--- src/rtl/count_reporter_if.sv ---
// Signal bundle between the count source / AVR side and count_reporter.
// master = environment driving count and avr_rx_busy; slave = the reporter.
interface count_reporter_if;
   logic [7:0] count;
   logic       avr_rx_busy;
   logic       tx;
   logic       busy;

   modport master (output count, avr_rx_busy, input tx, busy);
   modport slave  (input count, avr_rx_busy, output tx, busy);
endinterface

--- src/rtl/count_reporter.sv ---
// Sends each new count value as an ASCII hex line ("XX\r\n") over an 8N1 UART,
// coalescing changes that occur while a frame is in flight.
module count_reporter #(
   parameter int CLK_PER_BIT = 100,
   parameter int SYNC_STAGES = 2
) (
   input  logic           clk,
   input  logic           rst_n,
   count_reporter_if.slave bus
);

   localparam int CNT_W = (CLK_PER_BIT > 1) ? $clog2(CLK_PER_BIT) : 1;
   localparam logic [CNT_W-1:0] CNT_LAST = CNT_W'(CLK_PER_BIT - 1);

   typedef enum logic [2:0] {
      IDLE  = 3'd0,
      HOLD  = 3'd1,
      START = 3'd2,
      DATA  = 3'd3,
      STOP  = 3'd4
   } state_t;

   state_t                 state_q, state_n;
   logic [7:0]             last_sent_q, last_sent_n;
   logic [7:0]             frame_val_q, frame_val_n;
   logic [1:0]             byte_idx_q, byte_idx_n;
   logic [2:0]             bit_idx_q, bit_idx_n;
   logic [CNT_W-1:0]       cyc_q, cyc_n;
   logic [SYNC_STAGES-1:0] sync_q;
   logic                   rx_blk;
   logic [7:0]             cur_byte;
   logic                   bit_done;

   function automatic logic [7:0] hex_ascii(input logic [3:0] nib);
      return (nib < 4'd10) ? (8'h30 + {4'h0, nib}) : (8'h37 + {4'h0, nib});
   endfunction

   assign rx_blk   = sync_q[SYNC_STAGES-1];
   assign bit_done = (cyc_q == CNT_LAST);

   always_comb begin
      case (byte_idx_q)
         2'd0:    cur_byte = hex_ascii(frame_val_q[7:4]);
         2'd1:    cur_byte = hex_ascii(frame_val_q[3:0]);
         2'd2:    cur_byte = 8'h0D;
         default: cur_byte = 8'h0A;
      endcase
   end

   // NOTE: every signal gets a default before the case so no branch can leave it
   // unassigned; that is what keeps this block free of inferred latches.
   always_comb begin
      state_n     = state_q;
      last_sent_n = last_sent_q;
      frame_val_n = frame_val_q;
      byte_idx_n  = byte_idx_q;
      bit_idx_n   = bit_idx_q;
      cyc_n       = cyc_q;
      case (state_q)
         IDLE: begin
            if (bus.count != last_sent_q) begin
               frame_val_n = bus.count;
               last_sent_n = bus.count;
               byte_idx_n  = 2'd0;
               state_n     = HOLD;
            end
         end
         HOLD: begin
            if (!rx_blk) begin
               cyc_n   = '0;
               state_n = START;
            end
         end
         START: begin
            cyc_n = cyc_q + 1'b1;
            if (bit_done) begin
               cyc_n     = '0;
               bit_idx_n = 3'd0;
               state_n   = DATA;
            end
         end
         DATA: begin
            cyc_n = cyc_q + 1'b1;
            if (bit_done) begin
               cyc_n     = '0;
               bit_idx_n = bit_idx_q + 3'd1;
               if (bit_idx_q == 3'd7) state_n = STOP;
            end
         end
         STOP: begin
            cyc_n = cyc_q + 1'b1;
            if (bit_done) begin
               cyc_n = '0;
               if (byte_idx_q == 2'd3) begin
                  state_n = IDLE;
               end else begin
                  byte_idx_n = byte_idx_q + 2'd1;
                  state_n    = HOLD;
               end
            end
         end
         default: state_n = IDLE;
      endcase
   end

   always_comb begin
      bus.tx = 1'b1;
      if (state_q == START)     bus.tx = 1'b0;
      else if (state_q == DATA) bus.tx = cur_byte[bit_idx_q];
   end

   assign bus.busy = (state_q != IDLE);

   // NOTE: state registers use non-blocking assignments so every flop samples
   // the pre-edge values, independent of statement order.
   always_ff @(posedge clk) begin
      if (!rst_n) begin
         state_q     <= IDLE;
         last_sent_q <= 8'h00;
         frame_val_q <= 8'h00;
         byte_idx_q  <= 2'd0;
         bit_idx_q   <= 3'd0;
         cyc_q       <= '0;
         sync_q      <= '0;
      end else begin
         state_q     <= state_n;
         last_sent_q <= last_sent_n;
         frame_val_q <= frame_val_n;
         byte_idx_q  <= byte_idx_n;
         bit_idx_q   <= bit_idx_n;
         cyc_q       <= cyc_n;
         sync_q      <= (sync_q << 1) | SYNC_STAGES'(bus.avr_rx_busy);
      end
   end

endmodule

--- src/flat_wrapper.sv ---
// flat-port wrapper written by rule: the top's interface ports become plain ports
module count_reporter_flat 
#(
   parameter int CLK_PER_BIT = 100,
   parameter int SYNC_STAGES = 2
)
  (clk, rst_n, bus_count, bus_avr_rx_busy, bus_tx, bus_busy);
  count_reporter_if bus_i ();
  input  logic clk;
  input  logic rst_n;
  input wire logic [$bits(bus_i.count)-1:0] bus_count;
  input wire logic [$bits(bus_i.avr_rx_busy)-1:0] bus_avr_rx_busy;
  output wire logic [$bits(bus_i.tx)-1:0] bus_tx;
  output wire logic [$bits(bus_i.busy)-1:0] bus_busy;
  assign bus_i.count = bus_count;
  assign bus_i.avr_rx_busy = bus_avr_rx_busy;
  assign bus_tx = bus_i.tx;
  assign bus_busy = bus_i.busy;
  count_reporter #(.CLK_PER_BIT(CLK_PER_BIT), .SYNC_STAGES(SYNC_STAGES)) u_core (.clk(clk), .rst_n(rst_n), .bus(bus_i));
endmodule
--- config.mk ---
export PLATFORM = sky130hd
export DESIGN_NAME = count_reporter_flat
export DESIGN_NICKNAME = d
export VERILOG_FILES = /design/src/rtl/count_reporter_if.sv /design/src/rtl/count_reporter.sv /design/src/flat_wrapper.sv
export SDC_FILE = /design/constraint.sdc
export NUM_CORES = 1
export LEC_CHECK = 0
export CAP_MARGIN = 0
export CORE_UTILIZATION = 38
export CTS_CLUSTER_DIAMETER = 60
export DETAILED_ROUTE_END_ITERATION = 10
export DONT_BUFFER_PORTS = 1
export PLACE_DENSITY = 0.64
export SLEW_MARGIN = 25
export SYNTH_ARGS = -nofsm -noshare
export SYNTH_HDL_FRONTEND = slang
export SYNTH_SLANG_ARGS = --single-unit
--- constraint.sdc ---
create_clock -name clk -period 5.5 [get_ports clk]
set_input_delay 0.55 -clock clk [delete_from_list [all_inputs] [get_ports clk]]
set_output_delay 0.55 -clock clk [all_outputs]
set_load 0.05 [all_outputs]
# Yosys cells after proc, flatten, opt, wreduce, memory -nomap -nowiden
# Index checks and enable logic that the tools add are counted.
[classes]
add_sub_neg = 7
n_reduce_logical = 12
eq_ne = 17
order_cmp = 3
bitwise = 1
muxes = 25
[op_table]
columns = ["cell", "n"]
rows = [
  ["adder 6 x 4 -> 7 bit (first input constant)", 4],
  ["two-way mux 3 bit", 8],
  ["case mux 8 bit (3 select lines)", 1],
  ["two-way mux 8 bit", 2],
  ["case mux 3 bit (5 select lines)", 1],
  ["two-way mux 7 bit", 2],
  ["case mux 7 bit (2 select lines)", 1],
  ["inequality test 2 x 1 -> 1 bit (second input constant)", 5],
  ["< comparator 4 bit (second input constant)", 2],
  ["inequality test 8 bit", 1],
  ["adder 7 x 1 -> 7 bit (second input constant)", 1],
  ["== test 7 bit (second input constant)", 1],
  ["== test 3 x 2 -> 1 bit (second input constant)", 2],
  ["== test 3 bit (second input constant)", 2],
  ["two-way mux 2 bit", 3],
  ["case mux 3 bit (2 select lines)", 1],
  ["AND reduction 6 bit", 1],
  ["nonzero test 2 bit", 3],
  ["== test 2 bit (second input constant)", 2],
  ["< comparator 3 x 4 -> 1 bit (second input constant)", 1],
  ["two-way mux 1 bit", 4],
  ["inequality test 2 bit (second input constant)", 2],
  ["case mux 2 bit (2 select lines)", 1],
  ["AND reduction 2 bit", 2],
  ["other kinds (12)", 12],
]
[totals]
reg_bits = 25
in_bits = 11

# Logic depth before layout (Yosys ltp)
# Gate-level depths: netlist of the first run.
[depth]
ltp_word = 7
ltp_mapped = 7
ltp_nobuf = 7

# Worst setup path before layout of the first run
# OpenSTA, ideal clock, no wires.
[synth_timing]
kind = "register to output"
startpoint = "register u_core.byte_idx_q[0]"
endpoint = "output bus_tx"
n_path_buf = 0
required_ps = 4950
arrival_ps = 2511
setup_slack_ps = 2439
path_stages_with_launch = 8
cell_sequence = "dfxtp_1 inv_1 ha_1 nand3b_1 a21o_1 a2111oi_2 nor4_1 a211oi_1"
[synth_between]
elab_chain_len = 6
word_cells_on_any_way = 8
classes_between = "eq/ne (2); mux (5); reduce/logical (1)"
[synth_rtl]
columns = ["element", "line", "source"]
rows = [
  ["from (decl)", "count_reporter.sv:26", "logic [1:0] byte_idx_q, byte_idx_n;"],
  ["from (signal assigned)", "count_reporter.sv:129", "byte_idx_q <= byte_idx_n;"],
  ["== test 2 bit, or another cell as far along", "count_reporter.sv:42", "case (byte_idx_q)"],
  ["case mux 8 bit (3 select lines) *", "count_reporter.sv:42", ""],
  ["binary-select mux 1 bit (select 3 bit) *", "count_reporter.sv:109", "else if (state_q == DATA) bus.tx = cur_byte[bit_idx_q];"],
  ["two-way mux 1 bit (implied by the code) *", "count_reporter.sv:109", ""],
  ["two-way mux 1 bit *", "count_reporter.sv:109", ""],
  ["two-way mux 1 bit *", "count_reporter.sv:108", "if (state_q == START) bus.tx = 1'b0;"],
  ["to (decl)", "flat_wrapper.sv:13", "output wire logic [$bits(bus_i.tx)-1:0] bus_tx;"],
]
# Mark *: on every way between the ends. The rest lies on a longest branch, timed or not. The select of a mux whose other input is x is not followed.

# Final worst setup path of the first run
[layout_timing]
startpoint = "register u_core.byte_idx_q[1]"
endpoint = "output bus_tx"
# The elaborated chain is that of the path after synthesis.

==> impl_metrics.json, run 1 <==
{
  "tightest_slew_ps": 933,
  "first_iter_violations": 59,
  "power.total_mw": 0.677,
  "max-cap-violations": 0,
  "post_route_cells_drive_above_1_share": 0.0635,
  "layout_commonest_cell": "dfxtp_1",
  "cts_resized": 0,
  "outcome": "complete, no violations",
  "place_congestion": 0.783,
  "slew_headroom": 0.377,
  "synth-edff-count": 0,
  "setup_viol": 0,
  "vdd_drop_max_uv": 207,
  "layout.nets": 210,
  "cts_buffers": 3,
  "grt_util_all_layers": 0.159,
  "grt_remaining_overflow": 0,
  "h-tree-depth": 1,
  "wl_met2_mm": 1.61,
  "slew_violations": 0,
  "clock_path_buffers": 2,
  "min_path_cells": 1,
  "power_density_nw_per_um2": 385,
  "clk_latency_ps": 270,
  "clock_sink_count": 25,
  "layout_min_cycle_time_ps": 3020,
  "cts_tree": "built",
  "io_pins": 13,
  "drt-met1-wl_mm": 1.54,
  "grt_pass1_vias": 1326,
  "fin_tns_setup_ps": 0,
  "crit_path_end_kind": "output port",
  "hold_end": "u_core.sync_q[0]",
  "syn_area_um2": 1700,
  "synth_fp_nets": 216,
  "holdCritPathClass": "primary input to flip-flop",
  "yosysSeqAreaShare": 0.295,
  "grt_start_max_net_pins": 23,
  "vias": 1346,
  "wl_met3_um": 81,
  "start_util": 0.409,
  "routedWlPerCell_um": 13.6,
  "hold_start": "bus_avr_rx_busy",
  "synth-seq-cells": 25,
  "cts-root-buf": "clkbuf_8",
  "reg2reg_to": "u_core.last_sent_q[4]",
  "postCtsSetupBuffers": 0,
  "avgSynthCellArea_um2": 8.66,
  "dieWidth_um": 68.8,
  "drc": 0,
  "grt_pass1_wl_mm": 5.66,
  "synthArstFlopShare": 0,
  "holdWs_ps": 397,
  "routed_wl_mm": 3.26,
  "path_clk_slew_ps": 90,
  "p_leak_nw": 0.654,
  "areaGrowthSynthToFinish_pct": 3.76,
  "holdBufCountCts": 0,
  "yosysUniqueCellTypes": 48,
  "worst_slack_ps": 2480,
  "mostFrequentLayoutCells": "25 x dfxtp_1, 12 x nor2b_1, 11 x nor2_1, 11 x nand2_1",
  "post-route-period-util": 0.550,
  "die_h_um": 68.8,
  "finalHoldViolations": 0,
  "crit_required_ps": 4950,
  "post-place-ws_ps": 2740,
  "hpwlAfterDp_mm": 2.44,
  "numPortBuffers": 0,
  "antenna_left": 0,
  "crit_type": "flip-flop to output port",
  "num_rows": 23,
  "yosysWarnings": 0,
  "core-area_um2": 4140,
  "critPathLaunchType": "flip-flop",
  "highest_layer": "met4",
  "num_antenna_cells": 0,
  "antenna_found_initial": 0,
  "cp_max_fo": 7,
  "grt_setup_unrepaired": "no",
  "fin_skew_ps": 7.85,
  "vias_per_cell": 5.63,
  "cp.arrival_ps": 2470,
  "reg2reg_depth": 4,
  "reg2reg_slack_ps": 3380,
  "dr.pass1.iters": 4,
  "synth_flop_cell": "dfxtp_1",
  "syn-instance-count": 196,
  "fmax_mhz": 331,
  "reg2reg_from": "u_core.state_q[0]",
  "dieArea_um2": 4740
}
==> cell families after synthesis <==
logic type,share of synthesized area
xor gates and xnor gates,0.0774
buffers and inverters,0.0531
DFF,0.295
and+or+nand+nor,0.241
muxes,0.0590
adders and majority gates,0.0664
AOI/OAI and AO/OA,0.208
==> area by class of cell <==
class | count | area, µm²
clock buffers | 3 | 41.3
clock inverters | 1 | 7.51
fillers | 429 | 2380
inverters | 10 | 37.5
multi-input cells | 150 | 1110
flip-flops and latches | 25 | 500
well taps | 50 | 62.6
==> registers in the layout, indices dropped and copies added (netlist names) <==
| name | count |
|---|---|
| u_core.sync_q | 2 |
| u_core.byte_idx_q | 2 |
| u_core.last_sent_q | 8 |
| u_core.bit_idx_q | 3 |
| u_core.cyc_q | 7 |
| u_core.state_q | 3 |
==> stage by stage <==
step	cells	cell area [µm²]	util
final	239	1760	0.425
after global routing	239	1760	0.425
after CTS	239	1760	0.425
after detailed placement	235	1710	0.413
after global placement	235	1710	0.413
after floorplan	196	1700	-
==> cell usage after synthesis, types with 3 or more instances <==
cell type  count  share of area
nor2b_1       12          0.044
o2111ai_1      4          0.021
nor3b_1        3          0.013
nand3b_1       3          0.013
dfxtp_1       25           0.29
mux2i_1       10          0.059
ha_1           9          0.066
nand2_1       11          0.024
xnor2_1       10          0.052
o21ai_0        7          0.021
a21oi_1        4          0.012
and2_1         3          0.011
nand2b_1       4          0.015
nor4_1         3          0.011
inv_1         10          0.022
nor2_1        11          0.024
buf_2          6          0.018
nand3_1        7          0.021
or3_1          3          0.011
a21boi_1       5          0.022
a21o_1         3          0.013
o31ai_1        3          0.013
xor2_1         5          0.026
clkbuf_1       4         0.0088
==> layer usage <==
layer  global-route usage  up-vias
met3               0.0362        2
met4               0.0383        0
met5                    0        -
met1                0.178      643
met2                0.299       12
li1                     -      689
==> power by group <==
part | total (mW) | switching [mW] | internal [mW]
Clock | 0.111 | 0.0601 | 0.0513
Sequential | 0.269 | 0.0599 | 0.209
Combinational | 0.296 | 0.166 | 0.130
==> critical path, cell delays in order, from the launching register on <==
cell,delay [ps]
dfxtp_1,350
inv_1,90
ha_1,260
nand3b_1,100
a21o_1,190
a2111oi_2,340
nor4_1,100
a211oi_2,780
==> how the worst max path moves through the flow <==
stage	startpoint	end	slack, ps	cells past startpoint
after floorplan	u_core.byte_idx_q[0]	bus_tx	2440	7
after global placement	u_core.byte_idx_q[0]	bus_tx	2760	7
after detailed placement	u_core.byte_idx_q[0]	bus_tx	2740	7
after CTS	u_core.byte_idx_q[1]	bus_tx	2440	7
after global routing	u_core.byte_idx_q[1]	bus_tx	2270	7
final	u_core.byte_idx_q[1]	bus_tx	2480	7
Note: power is estimated with default switching activity, not from simulation.
==> inputs of run 2 (changes only) <==
--- a/config.mk
+++ b/config.mk
@@ -10,7 +10,7 @@
 export CTS_CLUSTER_DIAMETER = 60
 export DETAILED_ROUTE_END_ITERATION = 10
 export DONT_BUFFER_PORTS = 1
-export PLACE_DENSITY = 0.64
+export PLACE_DENSITY = 0.66
 export SLEW_MARGIN = 25
 export SYNTH_ARGS = -nofsm -noshare
 export SYNTH_HDL_FRONTEND = slang
==> constraint.sdc (replaced) <==
create_clock -name clk -period 2.5 [get_ports clk]
set_input_delay 0.25 -clock clk [delete_from_list [all_inputs] [get_ports clk]]
set_output_delay 0.25 -clock clk [all_outputs]
set_load 0.05 [all_outputs]
==> run 2 against run 1 <==
Design area rose by 2.9%. Count of clock-buffer cells in the layout rose by 1. Clock skew fell by 2.0 ps. Clock power rose by 110%. Register-to-register slack got worse by 2800 ps. Die area did not move. Hold slack got worse by 290 ps. Sequential share of layout area fell by 0.60 points. Power rose by 130%. Sequential power rose by 120%. Critical path depth rose by 1. Cell count rose by 1.7%. Critical path type unchanged. Largest power group unchanged.
==> impl_metrics.json, run 2 (same netlist as run 1, synthesis figures left out) <==
{
  "outcome": "complete, no violations",
  "routed_wl_mm": 3.39,
  "vias_per_cell": 5.63,
  "hpwlAfterDp_mm": 2.49,
  "crit_chain": "inv_1, ha_2, nand3b_1, a21o_1, a2111oi_4, nor4_1, a211oi_2, buf_6",
  "cts-root-buf": "clkbuf_8",
  "critPathLaunchType": "flip-flop",
  "grt_pass1_wl_mm": 5.49,
  "dieArea_um2": 4740,
  "areaGrowthSynthToFinish_pct": 6.78,
  "die_h_um": 68.8,
  "num_rows": 23,
  "routedWlPerCell_um": 13.9,
  "tightest_slew_ps": 560,
  "crit_slowest_cell": "dfxtp_1",
  "post-route-period-util": 0.954,
  "p_leak_nw": 0.675,
  "finalHoldViolations": 0,
  "slew_violations": 0,
  "grt_pass1_vias": 1288,
  "num_antenna_cells": 0,
  "clk_latency_ps": 260,
  "grt_remaining_overflow": 0,
  "grt_util_all_layers": 0.154,
  "antenna_left": 0,
  "cpPeakStageDelay_ps": 350,
  "numPortBuffers": 0,
  "core-area_um2": 4140,
  "place_congestion": 0.777,
  "fmax_mhz": 419,
  "layout.nets": 214,
  "cts_tree": "built",
  "clock_sink_count": 25,
  "holdCritPathClass": "primary input to flip-flop",
  "placedInstanceArea_um2": 1740,
  "dpl.cell_count": 239,
  "holdBufCountCts": 0,
  "dieWidth_um": 68.8,
  "power_density_nw_per_um2": 865,
  "start_util": 0.409,
  "post_route_cells_drive_above_1_share": 0.104,
  "setup_viol": 0,
  "crit_required_ps": 2250,
  "first_iter_violations": 58,
  "holdWs_ps": 108,
  "dr.pass1.iters": 5,
  "biggestRegsByFlops": "u_core.last_sent_q x8, u_core.cyc_q x7",
  "instances_no_fill": 243,
  "cts_buffers": 3,
  "vias": 1367,
  "clock_path_buffers": 2,
  "slew_headroom": 0.623,
  "path_clk_slew_ps": 90,
  "grt_start_max_net_pins": 23,
  "fin_area_um2": 1810,
  "layout_commonest_cell": "dfxtp_1",
  "fin_tns_setup_ps": 0,
  "vdd_drop_max_uv": 438,
  "fill_cells": 430,
  "antenna_found_initial": 0,
  "largest_register_ffs": 8,
  "max-cap-violations": 0,
  "h-tree-depth": 1,
  "cp.arrival_ps": 2140,
  "crit_path_end_kind": "output port",
  "cp_max_fo": 7,
  "drc": 0,
  "layout_min_cycle_time_ps": 2390,
  "mostFrequentLayoutCells": "22 x dfxtp_1, 12 x nor2b_1, 11 x nor2_1, 11 x nand2_1",
  "regMostFlops": "u_core.last_sent_q",
  "fin_skew_ps": 5.89,
  "io_pins": 13,
  "crit_type": "flip-flop to output port"
}
## run 2: cell count changes in the layout (fill, tap and decap cells not counted), moves of 2 or more
cell,previous run,this run
buf_4,0,3
dfxtp_1,25,22
dfxtp_2,0,3
ha_1,9,7
ha_2,0,2
## run 2: power by group
| part | switching [mW] | leakage, nW | internal, mW |
|---|---|---|---|
| Combinational | 0.389 | 0.447 | 0.345 |
| Clock | 0.123 | 0.0228 | 0.114 |
| Sequential | 0.133 | 0.205 | 0.464 |
## run 2: what timing repair did
action / in CTS / in global routing
endpoints found under the hold margin: 0 / 0
setup buffers: 0 / 0
gates resized for setup: 0 / 7
setup endpoints to repair: 0 / 1
## run 2: cell type report
class / instances / area, µm² / share of cell area
Multi-Input combinational cell: 150 / 1130 / 0.623
Tap cell: 50 / 62.6 / 0.0345
Sequential cell: 25 / 504 / 0.278
Timing Repair Buffer: 4 / 33.8 / 0.0186
Clock buffer: 4 / 45.0 / 0.0249
Inverter: 10 / 37.5 / 0.0207
## run 2: per-stage QoR
step            util  worst slack, ps  total power, mW
6_report       0.437              114             1.57
5_1_grt        0.437            -26.2             1.69
4_1_cts        0.431             36.2             1.57
3_5_place_dp   0.420              335             1.33
3_3_place_gp   0.420              429             1.32
2_1_floorplan      -              199             1.18
## run 2: per-layer routing
layer | up-vias | wire, µm | global-route usage
li1 | 699 | - | -
met1 | 653 | 1530 | 0.166
met2 | 13 | 1750 | 0.301
met3 | 2 | 81 | 0.0378
met4 | 0 | 25 | 0.0306
met5 | - | 0 | 0
## run 2: worst max-delay path, delay by kind of cell, from the launching register on
family / cells / cell delay, ps
buf+inv: 2 / 280
fa+ha+maj: 1 / 250
simple gates: 2 / 190
flops: 1 / 350
compound gates: 3 / 800
## run 2: worst paths after layout
| check | from | to | slack [ps] | cells after the start |
|---|---|---|---|---|
| worst min-delay path | rst_n | u_core.sync_q[1] | 110 | 1 |
| worst max register to register | u_core.cyc_q[0] | u_core.cyc_q[2] | 570 | 6 |
| worst min register to register | u_core.sync_q[0] | u_core.sync_q[1] | 440 | 1 |
| worst max-delay path | u_core.byte_idx_q[1] | bus_tx | 110 | 8 |
